File: config.mk
export PLATFORM = sky130hd
export DESIGN_NAME = fetch_branch_predictor_flat
export DESIGN_NICKNAME = d
export VERILOG_FILES = /design/src/rtl/fetch_branch_predictor_if.sv /design/src/rtl/fetch_branch_predictor.sv /design/src/flat_wrapper.sv
export SDC_FILE = /design/constraint.sdc
export NUM_CORES = 2
export LEC_CHECK = 0
export CAP_MARGIN = 20
export CORE_MARGIN = 2
export CORE_UTILIZATION = 60
export CTS_CLUSTER_SIZE = 14
export DETAILED_ROUTE_END_ITERATION = 8
export GPL_TIMING_DRIVEN = 0
export PLACE_DENSITY = 0.83
export SLEW_MARGIN = 20
export SYNTH_ARGS = -nofsm -noshare
export SYNTH_HDL_FRONTEND = slang
export SYNTH_SLANG_ARGS = --single-unit
File: constraint.sdc
create_clock -name clk -period 11.85 [get_ports clk]
set_clock_uncertainty 0.15 [all_clocks]
set_input_delay 1.7775 -clock clk [delete_from_list [all_inputs] [get_ports clk]]
set_output_delay 1.7775 -clock clk [all_outputs]
set_load 0.02 [all_outputs]
File: src/rtl/fetch_branch_predictor_if.sv
// Fetch-side prediction bus and EX-side resolve/update bus for fetch_branch_predictor.
interface fetch_branch_predictor_if #(
  parameter int unsigned ADDR_W = 32,
  parameter int unsigned GHR_W  = 4
);
  logic              fetch_en;
  logic [ADDR_W-1:0] pc_if;
  logic [ADDR_W-1:0] next_pc;
  logic              pred_taken;
  logic [GHR_W-1:0]  pred_ghr;

  logic              upd_valid;
  logic [ADDR_W-1:0] upd_pc;
  logic              upd_taken;
  logic [ADDR_W-1:0] upd_target;
  logic              upd_pred_taken;
  logic [ADDR_W-1:0] upd_pred_target;
  logic [GHR_W-1:0]  upd_ghr;

  logic              mispredict;
  logic [ADDR_W-1:0] redirect_pc;
  logic [31:0]       stat_branches;
  logic [31:0]       stat_mispred;

  modport master (
    output fetch_en, pc_if, upd_valid, upd_pc, upd_taken, upd_target,
           upd_pred_taken, upd_pred_target, upd_ghr,
    input  next_pc, pred_taken, pred_ghr, mispredict, redirect_pc,
           stat_branches, stat_mispred
  );

  modport slave (
    input  fetch_en, pc_if, upd_valid, upd_pc, upd_taken, upd_target,
           upd_pred_taken, upd_pred_target, upd_ghr,
    output next_pc, pred_taken, pred_ghr, mispredict, redirect_pc,
           stat_branches, stat_mispred
  );
endinterface

File: src/rtl/fetch_branch_predictor.sv
// IF-stage next-PC predictor: 2-bit counter BHT (bimodal or gshare), tagged direct-mapped BTB,
// global history with mispredict repair, and resolved-branch statistics.
module fetch_branch_predictor #(
  parameter int unsigned ADDR_W   = 32,
  parameter int unsigned BHT_IDX  = 6,
  parameter int unsigned BTB_IDX  = 4,
  parameter int unsigned GHR_W    = 4,
  parameter bit          GSHARE   = 1'b1,
  parameter logic [1:0]  CNT_INIT = 2'b01
) (
  input logic                     clk,
  input logic                     rst,
  fetch_branch_predictor_if.slave bus
);
  localparam int unsigned BHT_N = 1 << BHT_IDX;
  localparam int unsigned BTB_N = 1 << BTB_IDX;
  localparam int unsigned TAG_W = ADDR_W - BTB_IDX - 2;

  logic              btb_valid [BTB_N];
  logic [TAG_W-1:0]  btb_tag   [BTB_N];
  logic [ADDR_W-1:0] btb_tgt   [BTB_N];
  logic [1:0]        cnt       [BHT_N];
  logic [GHR_W-1:0]  ghr;
  logic [31:0]       stat_branches;
  logic [31:0]       stat_mispred;

  logic [BTB_IDX-1:0] look_btb_idx;
  logic [TAG_W-1:0]   look_tag;
  logic [BHT_IDX-1:0] look_bht_idx;
  logic [BTB_IDX-1:0] upd_btb_idx;
  logic [TAG_W-1:0]   upd_tag;
  logic [BHT_IDX-1:0] upd_bht_idx;
  logic               btb_hit;
  logic               pred_taken;
  logic [ADDR_W-1:0]  redirect_pc;
  logic               mispredict;

  // Index/tag extraction and zero-latency lookup; bimodal mode leaves history out of the index.
  always_comb begin
    look_btb_idx = bus.pc_if[BTB_IDX+1:2];
    look_tag     = bus.pc_if[ADDR_W-1:BTB_IDX+2];
    look_bht_idx = bus.pc_if[BHT_IDX+1:2] ^ (GSHARE ? BHT_IDX'(ghr) : BHT_IDX'(0));
    upd_btb_idx  = bus.upd_pc[BTB_IDX+1:2];
    upd_tag      = bus.upd_pc[ADDR_W-1:BTB_IDX+2];
    upd_bht_idx  = bus.upd_pc[BHT_IDX+1:2] ^ (GSHARE ? BHT_IDX'(bus.upd_ghr) : BHT_IDX'(0));
    btb_hit      = btb_valid[look_btb_idx] && (btb_tag[look_btb_idx] == look_tag);
    pred_taken   = btb_hit && cnt[look_bht_idx][1];
    redirect_pc  = bus.upd_taken ? bus.upd_target : bus.upd_pc + ADDR_W'(4);
    mispredict   = bus.upd_valid &&
                   ((bus.upd_taken != bus.upd_pred_taken) || (bus.upd_pred_target != redirect_pc));
  end

  assign bus.pred_taken    = pred_taken;
  assign bus.next_pc       = pred_taken ? btb_tgt[look_btb_idx] : bus.pc_if + ADDR_W'(4);
  assign bus.pred_ghr      = ghr;
  assign bus.mispredict    = mispredict;
  assign bus.redirect_pc   = redirect_pc;
  assign bus.stat_branches = stat_branches;
  assign bus.stat_mispred  = stat_mispred;

  // Resettable state: valid bits, counters, history and statistics.
  always_ff @(posedge clk) begin
    if (!rst) begin
      for (int i = 0; i < BTB_N; i++) btb_valid[i] <= 1'b0;
      for (int i = 0; i < BHT_N; i++) cnt[i] <= CNT_INIT;
      ghr           <= '0;
      stat_branches <= '0;
      stat_mispred  <= '0;
    end else begin
      if (bus.upd_valid) begin
        if (bus.upd_taken) begin
          btb_valid[upd_btb_idx] <= 1'b1;
          if (cnt[upd_bht_idx] != 2'b11) cnt[upd_bht_idx] <= cnt[upd_bht_idx] + 2'd1;
        end else if (cnt[upd_bht_idx] != 2'b00) begin
          cnt[upd_bht_idx] <= cnt[upd_bht_idx] - 2'd1;
        end
      end
      // Repair from the resolved branch's snapshot beats the speculative shift.
      if (mispredict)
        ghr <= GHR_W'({bus.upd_ghr, bus.upd_taken});
      else if (bus.fetch_en && btb_hit)
        ghr <= GHR_W'({ghr, pred_taken});
      if (bus.upd_valid && stat_branches != 32'hFFFF_FFFF)
        stat_branches <= stat_branches + 32'd1;
      if (mispredict && stat_mispred != 32'hFFFF_FFFF)
        stat_mispred <= stat_mispred + 32'd1;
    end
  end

  // Tag/target payload needs no reset; the valid bit guards it.
  always_ff @(posedge clk) begin
    if (rst && bus.upd_valid && bus.upd_taken) begin
      btb_tag[upd_btb_idx] <= upd_tag;
      btb_tgt[upd_btb_idx] <= bus.upd_target;
    end
  end
endmodule

File: src/flat_wrapper.sv
// flat-port wrapper written by rule: the top's interface ports become plain ports
module fetch_branch_predictor_flat 
#(
  parameter int unsigned ADDR_W   = 32,
  parameter int unsigned BHT_IDX  = 6,
  parameter int unsigned BTB_IDX  = 4,
  parameter int unsigned GHR_W    = 4,
  parameter bit          GSHARE   = 1'b1,
  parameter logic [1:0]  CNT_INIT = 2'b01
)
  (clk, rst, bus_fetch_en, bus_pc_if, bus_upd_valid, bus_upd_pc, bus_upd_taken, bus_upd_target, bus_upd_pred_taken, bus_upd_pred_target, bus_upd_ghr, bus_next_pc, bus_pred_taken, bus_pred_ghr, bus_mispredict, bus_redirect_pc, bus_stat_branches, bus_stat_mispred);
  fetch_branch_predictor_if #(.ADDR_W(ADDR_W), .GHR_W(GHR_W)) bus_i ();
  input logic clk;
  input logic rst;
  input wire logic [$bits(bus_i.fetch_en)-1:0] bus_fetch_en;
  input wire logic [$bits(bus_i.pc_if)-1:0] bus_pc_if;
  input wire logic [$bits(bus_i.upd_valid)-1:0] bus_upd_valid;
  input wire logic [$bits(bus_i.upd_pc)-1:0] bus_upd_pc;
  input wire logic [$bits(bus_i.upd_taken)-1:0] bus_upd_taken;
  input wire logic [$bits(bus_i.upd_target)-1:0] bus_upd_target;
  input wire logic [$bits(bus_i.upd_pred_taken)-1:0] bus_upd_pred_taken;
  input wire logic [$bits(bus_i.upd_pred_target)-1:0] bus_upd_pred_target;
  input wire logic [$bits(bus_i.upd_ghr)-1:0] bus_upd_ghr;
  output wire logic [$bits(bus_i.next_pc)-1:0] bus_next_pc;
  output wire logic [$bits(bus_i.pred_taken)-1:0] bus_pred_taken;
  output wire logic [$bits(bus_i.pred_ghr)-1:0] bus_pred_ghr;
  output wire logic [$bits(bus_i.mispredict)-1:0] bus_mispredict;
  output wire logic [$bits(bus_i.redirect_pc)-1:0] bus_redirect_pc;
  output wire logic [$bits(bus_i.stat_branches)-1:0] bus_stat_branches;
  output wire logic [$bits(bus_i.stat_mispred)-1:0] bus_stat_mispred;
  assign bus_i.fetch_en = bus_fetch_en;
  assign bus_i.pc_if = bus_pc_if;
  assign bus_i.upd_valid = bus_upd_valid;
  assign bus_i.upd_pc = bus_upd_pc;
  assign bus_i.upd_taken = bus_upd_taken;
  assign bus_i.upd_target = bus_upd_target;
  assign bus_i.upd_pred_taken = bus_upd_pred_taken;
  assign bus_i.upd_pred_target = bus_upd_pred_target;
  assign bus_i.upd_ghr = bus_upd_ghr;
  assign bus_next_pc = bus_i.next_pc;
  assign bus_pred_taken = bus_i.pred_taken;
  assign bus_pred_ghr = bus_i.pred_ghr;
  assign bus_mispredict = bus_i.mispredict;
  assign bus_redirect_pc = bus_i.redirect_pc;
  assign bus_stat_branches = bus_i.stat_branches;
  assign bus_stat_mispred = bus_i.stat_mispred;
  fetch_branch_predictor #(.ADDR_W(ADDR_W), .BHT_IDX(BHT_IDX), .BTB_IDX(BTB_IDX), .GHR_W(GHR_W), .GSHARE(GSHARE), .CNT_INIT(CNT_INIT)) u_core (.clk(clk), .rst(rst), .bus(bus_i));
endmodule
==> results.toml <==
[status]
status = "finished, final reports clean"

[grt]
antenna_found_initial = 18
grt_pass1_wl_um = 239000
overflow = 0
grt_usage_pct = 40.2
grt_pass1_vias = 32750
grt_max_degree = 24

[yosys]
synth_async_sr_flop_share_pct = 0
netlist-cell-type-count = 78
yosysTopAreaCell = "edfxtp_1"
syn_nets = 3114
synth_top_area_share_pct = 64.2
syn_area_sq_um = 49400
synthTopCellsByArea = "edfxtp_1 64%, mux4_2 13%, dfxtp_1 3.4%, mux2i_1 1.6%, xnor2_1 1.3%"
synth_ff_type = "edfxtp_1"
syn_inst = 2969
synth.most_common_cell = "edfxtp_1"
synth_commonest_cells = "1056 x edfxtp_1, 291 x mux4_2, 169 x nor2_1, 123 x nand2_1, 116 x clkbuf_1"
ys_seq_elements = 1140
syn_avg_cell_area_sq_um = 16.6
ys_seq_area_share_pct = 67.6
synth-edff-count = 1056
yosys_warnings = 0

[clock_tree]
path_clk_slew_ns = 0.06
clock_path_buffers = 3
ctsResizeCount = 0
postCtsSetupBuffers = 0
clk_latency_ns = 0.72
cts_num_sinks = 1140
tritoncts = "done"
cts_buffers = 111
htreeDepth = 3
cts-root-buf = "clkbuf_16"
postCtsHoldBufs = 0

[final_layout]
finalNetCount = 3574
nFillCells = 4893
area_growth_syn_to_layout_pct = 18.9
fin_cells = 4600
layout-drive-gt1-share_pct = 18.9

[detailed_routing]
dr_wl_met3_um = 26400
drt_iter0_markers = 6037
avgRoutedWirePerCell_um = 36.9
first_pass_iters = 6
drt_wl_total_um = 170000
met2_length_um = 77100
drcViolationCount = 0
top_layer = "met5"
met1Wirelength_um = 57100
antenna_left = 0
routed_via_density = 7.25
vias = 33357

[floorplanning]
core_area_sq_um = 81800
die-area_sq_um = 84600
dieWidth_um = 291
placementRows = 105
ios = 272
initial_core_util_pct = 60.3
die_h_um = 291

[timing]
whs_ns = 0.309
final.min_clock_period_ns = 9.92
hold_viol_final = 0
tns_ns = 0
setup_ws_ns = 1.93
finalCritPeriodShare_pct = 83.7
finalSetupViolations = 0
slew_headroom_pct = 20.1
rsz0062_at_grt = "false"
final_max_slew_viol_count = 0
worst_pin_slew_ns = 1.20
clock.fmax_mhz = 101

[power]
swShare_pct = 24.0
powerDensity_nw_per_um2 = 151
peakVddDrop_mv = 0.142
p_leak_nw = 18.8
power.share.sequential_pct = 50.2
pwr-share-clk_pct = 40.7
power.switching_mw = 2.12
p_comb_share_pct = 9.0
internal-power_mw = 6.73

[placed_design]
io_buffers = 259
dp.cells = 4386
dpl.hpwl_um = 115000
place_ws_ns = 2.23
place.gp.congestion = 1.00

[min_path]
worst_hold_path_type = "flip-flop to flip-flop"

[worst_setup_path]
worst_ep_arrival_time_ns = 7.99
path_cells = "clkdlybuf4s50_1, buf_2, buf_2, buf_2, buf_2, buf_2, clkbuf_1, buf_2, mux4_2, mux4_2, mux2_2, clkdlybuf4s50_1"
crit_type = "input pin to primary output"
cpPeakStageDelay_ns = 0.66
worst-path-buf-inv = 9
cp-end-kind = "primary output"
cp_common_cell = "buf_2"
slowest_stage = "mux4_2"
critPathLaunchType = "input pin"
cp_max_fo = 10
critical-path-top-delay-family = "buffers and inverters"
required_ns = 9.92

[flow_run]
cap_violations = 0
[power by group through the flow]
stage	combinational, mW	sequential [mW]	clock [mW]
2_1_floorplan	0.390	4.53	0
3_3_place_gp	0.733	4.53	0
3_5_place_dp	0.757	4.53	0
4_1_cts	0.772	4.45	3.60
5_1_grt	0.815	4.45	3.75
6_report	0.800	4.45	3.61
[metal layers]
| metal | vias to the layer above | GRT usage, % |
|---|---|---|
| met1 | 16566 | 53.7 |
| met3 | 601 | 12.9 |
| met4 | 18 | 16.8 |
| li1 | 12871 | - |
| met2 | 3301 | 61.5 |
| met5 | - | 0 |
[flip-flops by register name, summed over array words and instances (netlist names)]
name                      cells
u_core.btb_tgt              512
u_core.btb_tag              416
u_core.bus.pred_ghr           4
u_core.cnt                  128
u_core.bus.stat_mispred      32
u_core.bus.stat_branches     32
u_core.btb_valid             16
[worst paths after layout]
path / to / cells past startpoint / slack [ns] / from
max: bus_next_pc[14] / 12 / 1.93 / bus_pc_if[2]
min: u_core.btb_valid[3] / 1 / 0.31 / u_core.btb_valid[3]
max reg2reg: u_core.bus.pred_ghr[0] / 9 / 7.34 / u_core.btb_tag[13][7]
min reg2reg: u_core.btb_valid[3] / 1 / 0.31 / u_core.btb_valid[3]
[worst register-to-register path, delay by kind of cell (launching register included)]
kind | cells | cell delay (ns)
compound gates | 3 | 0.89
mux | 2 | 0.80
simple gates | 3 | 1.98
flops | 1 | 0.40
xor+xnor | 1 | 0.13
[stage by stage]
step                power (mW)  utilization, %  instance area [sq um]
detailed placement        5.29            67.2                  55000
global placement          5.26            65.2                  53300
floorplan                 4.92               -                  49400
global route              9.01            71.8                  58700
CTS                       8.82            71.7                  58700
finish                    8.86            71.8                  58700
[cell families (layout without fill, tap and decap cells)]
kind of cell / Yosys count / after routing / share of synthesized area [%]
xor gates and xnor gates: 140 / 140 / 2.54
DFF: 1140 / 1140 / 67.6
and+or+nand+nor: 688 / 688 / 7.26
adders and majority gates: 7 / 7 / 0.177
muxes: 409 / 409 / 15.8
buffers and inverters: 217 / 771 / 1.82
other: 0 / 7 / 0
AOI/OAI and AO/OA: 368 / 368 / 4.84
[cell type report]
type | instances | area [sq um] | area share, %
clock inverters | 65 | 788 | 1.34
diodes | 7 | 17.5 | 0.0298
inverters | 37 | 139 | 0.236
well taps | 1070 | 1340 | 2.28
plain buffers | 180 | 763 | 1.30
repair buffers | 347 | 4140 | 7.05
multi-input cells | 1612 | 15200 | 26.0
flip-flops and latches | 1140 | 33400 | 56.8
clock buffers | 142 | 2910 | 4.96
[placed cells by master, fill, tap and decap left out, types with 35 or more instances in the layout]
cell type	Yosys	layout
mux2_2	38	38
inv_1	35	35
nand2b_1	102	102
mux2i_1	80	80
nand4_1	37	37
o21ai_0	47	47
buf_2	48	49
buf_16	0	38
nor2_1	169	157
xor2_1	64	62
dfxtp_1	84	84
clkbuf_1	116	142
clkbuf_16	0	111
mux4_2	291	291
o21ai_1	66	66
nand2_1	123	123
nand3_1	61	61
edfxtp_1	1056	1056
clkdlybuf4s50_1	0	258
or4_1	36	36
o22ai_1	59	59
xnor2_1	74	74
a21oi_1	46	46
Note: power is estimated with default switching activity, not from simulation.
==> variant, RTL diff (config.mk and constraints unchanged) <==
`GSHARE` is set to 1'b1 in 2 places; all go to 1'b0.
--- a/src/rtl/fetch_branch_predictor.sv
+++ b/src/rtl/fetch_branch_predictor.sv
@@ -5,7 +5,7 @@
   parameter int unsigned BHT_IDX  = 6,
   parameter int unsigned BTB_IDX  = 4,
   parameter int unsigned GHR_W    = 4,
-  parameter bit          GSHARE   = 1'b1,
+  parameter bit          GSHARE   = 1'b0,
   parameter logic [1:0]  CNT_INIT = 2'b01
 ) (
   input logic                     clk,
--- a/src/flat_wrapper.sv
+++ b/src/flat_wrapper.sv
@@ -5,7 +5,7 @@
   parameter int unsigned BHT_IDX  = 6,
   parameter int unsigned BTB_IDX  = 4,
   parameter int unsigned GHR_W    = 4,
-  parameter bit          GSHARE   = 1'b1,
+  parameter bit          GSHARE   = 1'b0,
   parameter logic [1:0]  CNT_INIT = 2'b01
 )
   (clk, rst, bus_fetch_en, bus_pc_if, bus_upd_valid, bus_upd_pc, bus_upd_taken, bus_upd_target, bus_upd_pred_taken, bus_upd_pred_target, bus_upd_ghr, bus_next_pc, bus_pred_taken, bus_pred_ghr, bus_mispredict, bus_redirect_pc, bus_stat_branches, bus_stat_mispred);
Behaviour: not the same (a bounded check fails within 4 cycles, from zero or initial values and one cycle with rst low).
==> variant against the unedited design <==
Wire length is 0.47% lower. Global-route usage decreased by 0.38 points. Via count rose by 0.60%. Core utilization is 0.072 points lower. Sequential cell count did not move. Final area is 0.10% lower. Setup slack got worse by 0.58 ns. Largest power group unchanged. Area after synthesis barely moved. Die area is essentially flat. Final cell count rose by 0.83%. Sequential share of layout area is 0.057 points higher. Non-clock buffer count up 23. Total power decreased by 0.20%.
==> variant: results (changes against the unedited design) <==
* Placed Cells incl. Taps at 4,419 (was 4,386)
* FF-to-FF setup slack at 7.18 ns (was 7.34 ns)
* Wire length on met3 at 27.0 mm (was 26.4 mm)
* Initial DRC count at 5,929 (was 6,037)
* Hold Startpoint: u_core.btb_valid[11] (was u_core.btb_valid[3])
* Hold EP: u_core.btb_valid[11] (was u_core.btb_valid[3])
* Largest net degree at the start of global routing at 26 (was 24)
* Seq area share at 56.9% (was 56.8%)
* P_sw at 0.00210 W (was 0.00212 W)
* Compound-Gate Fraction of Synth Area at 4.63% (was 4.84%)
* Cell count of the worst reg-to-reg path at 11 (was 9)
* Synth Area in XOR/XNOR at 2.58% (was 2.54%)
* Vias in the first global route at 33.1k (was 32.8k)
* Bufs w/o clock at 550 (was 527)
* Status: finished clean (unchanged)
* Buffering overhead at 8.32% (was 8.35%)
* Mux contribution to synthesized area at 15.6% (was 15.8%)
* TritonRoute pass-1 iters at 8 (was 6)
* Num sequential at 1,140 (unchanged)
* Fillers at 4,949 (was 4,893)
* Leak at 18.8 nW (about the same)
* Gpl congestion at 1.00 (about the same)
* WL per Instance at 36.4 um (was 36.9 um)
* First-pass GRT wire length at 237 mm (was 239 mm)
* Final period util at 88.6% (was 83.7%)
* Clk pwr share at 41.1% (was 40.7%)
* Initial antenna violation count at 17 (was 18)
* Clk_buf instances at 139 (was 142)
* Seq power at 0.00444 W (was 0.00445 W)
* Met1 WL at 56.6 mm (was 57.1 mm)
* Critical Path AT at 8.57 ns (was 7.99 ns)
* Register area share after synthesis at 67.5% (was 67.6%)
* Synth cell count leaders: 1,056 x edfxtp_1, 297 x mux4_2, 198 x nand2_1 (was 1,056 x edfxtp_1, 291 x mux4_2, 169 x nor2_1)
* GRT Overall Usage at 39.8% (was 40.2%)
* Net Count, Synth at 3,144 (was 3,114)
* Crit path to: bus_next_pc[5] (was bus_next_pc[14])
* Slew HR at 14.1% (was 20.1%)
* VDD IR-drop max at 0.181 mV (was 0.142 mV)
[variant: cell count changes in the layout (fill, tap and decap cells not counted), moves of 49 or more]
| cell | before | now |
|---|---|---|
| nand2b_1 | 102 | 29 |
| nand2_1 | 123 | 198 |
| o21ai_0 | 47 | 118 |
| o21ai_1 | 66 | 10 |
| o22ai_1 | 59 | 9 |
| nor2_1 | 157 | 108 |
[variant: critical path, stage by stage]
cell	delay (ns)
clkdlybuf4s50_1	0.65
buf_2	0.29
buf_6	0.25
buf_2	0.38
buf_2	0.55
mux4_2	0.43
a221oi_1	0.79
xnor2_1	0.13
a2111oi_0	0.56
nand3_1	0.24
or4_1	0.63
clkbuf_1	0.39
clkbuf_1	0.38
a21oi_1	0.41
clkdlybuf4s50_1	0.69
[variant: metal layers]
layer / up-vias / GRT usage [%]
met4: 24 / 16.2
li1: 13000 / -
met1: 16800 / 51.5
met3: 570 / 15.3
met5: - / 0
met2: 3174 / 60.9
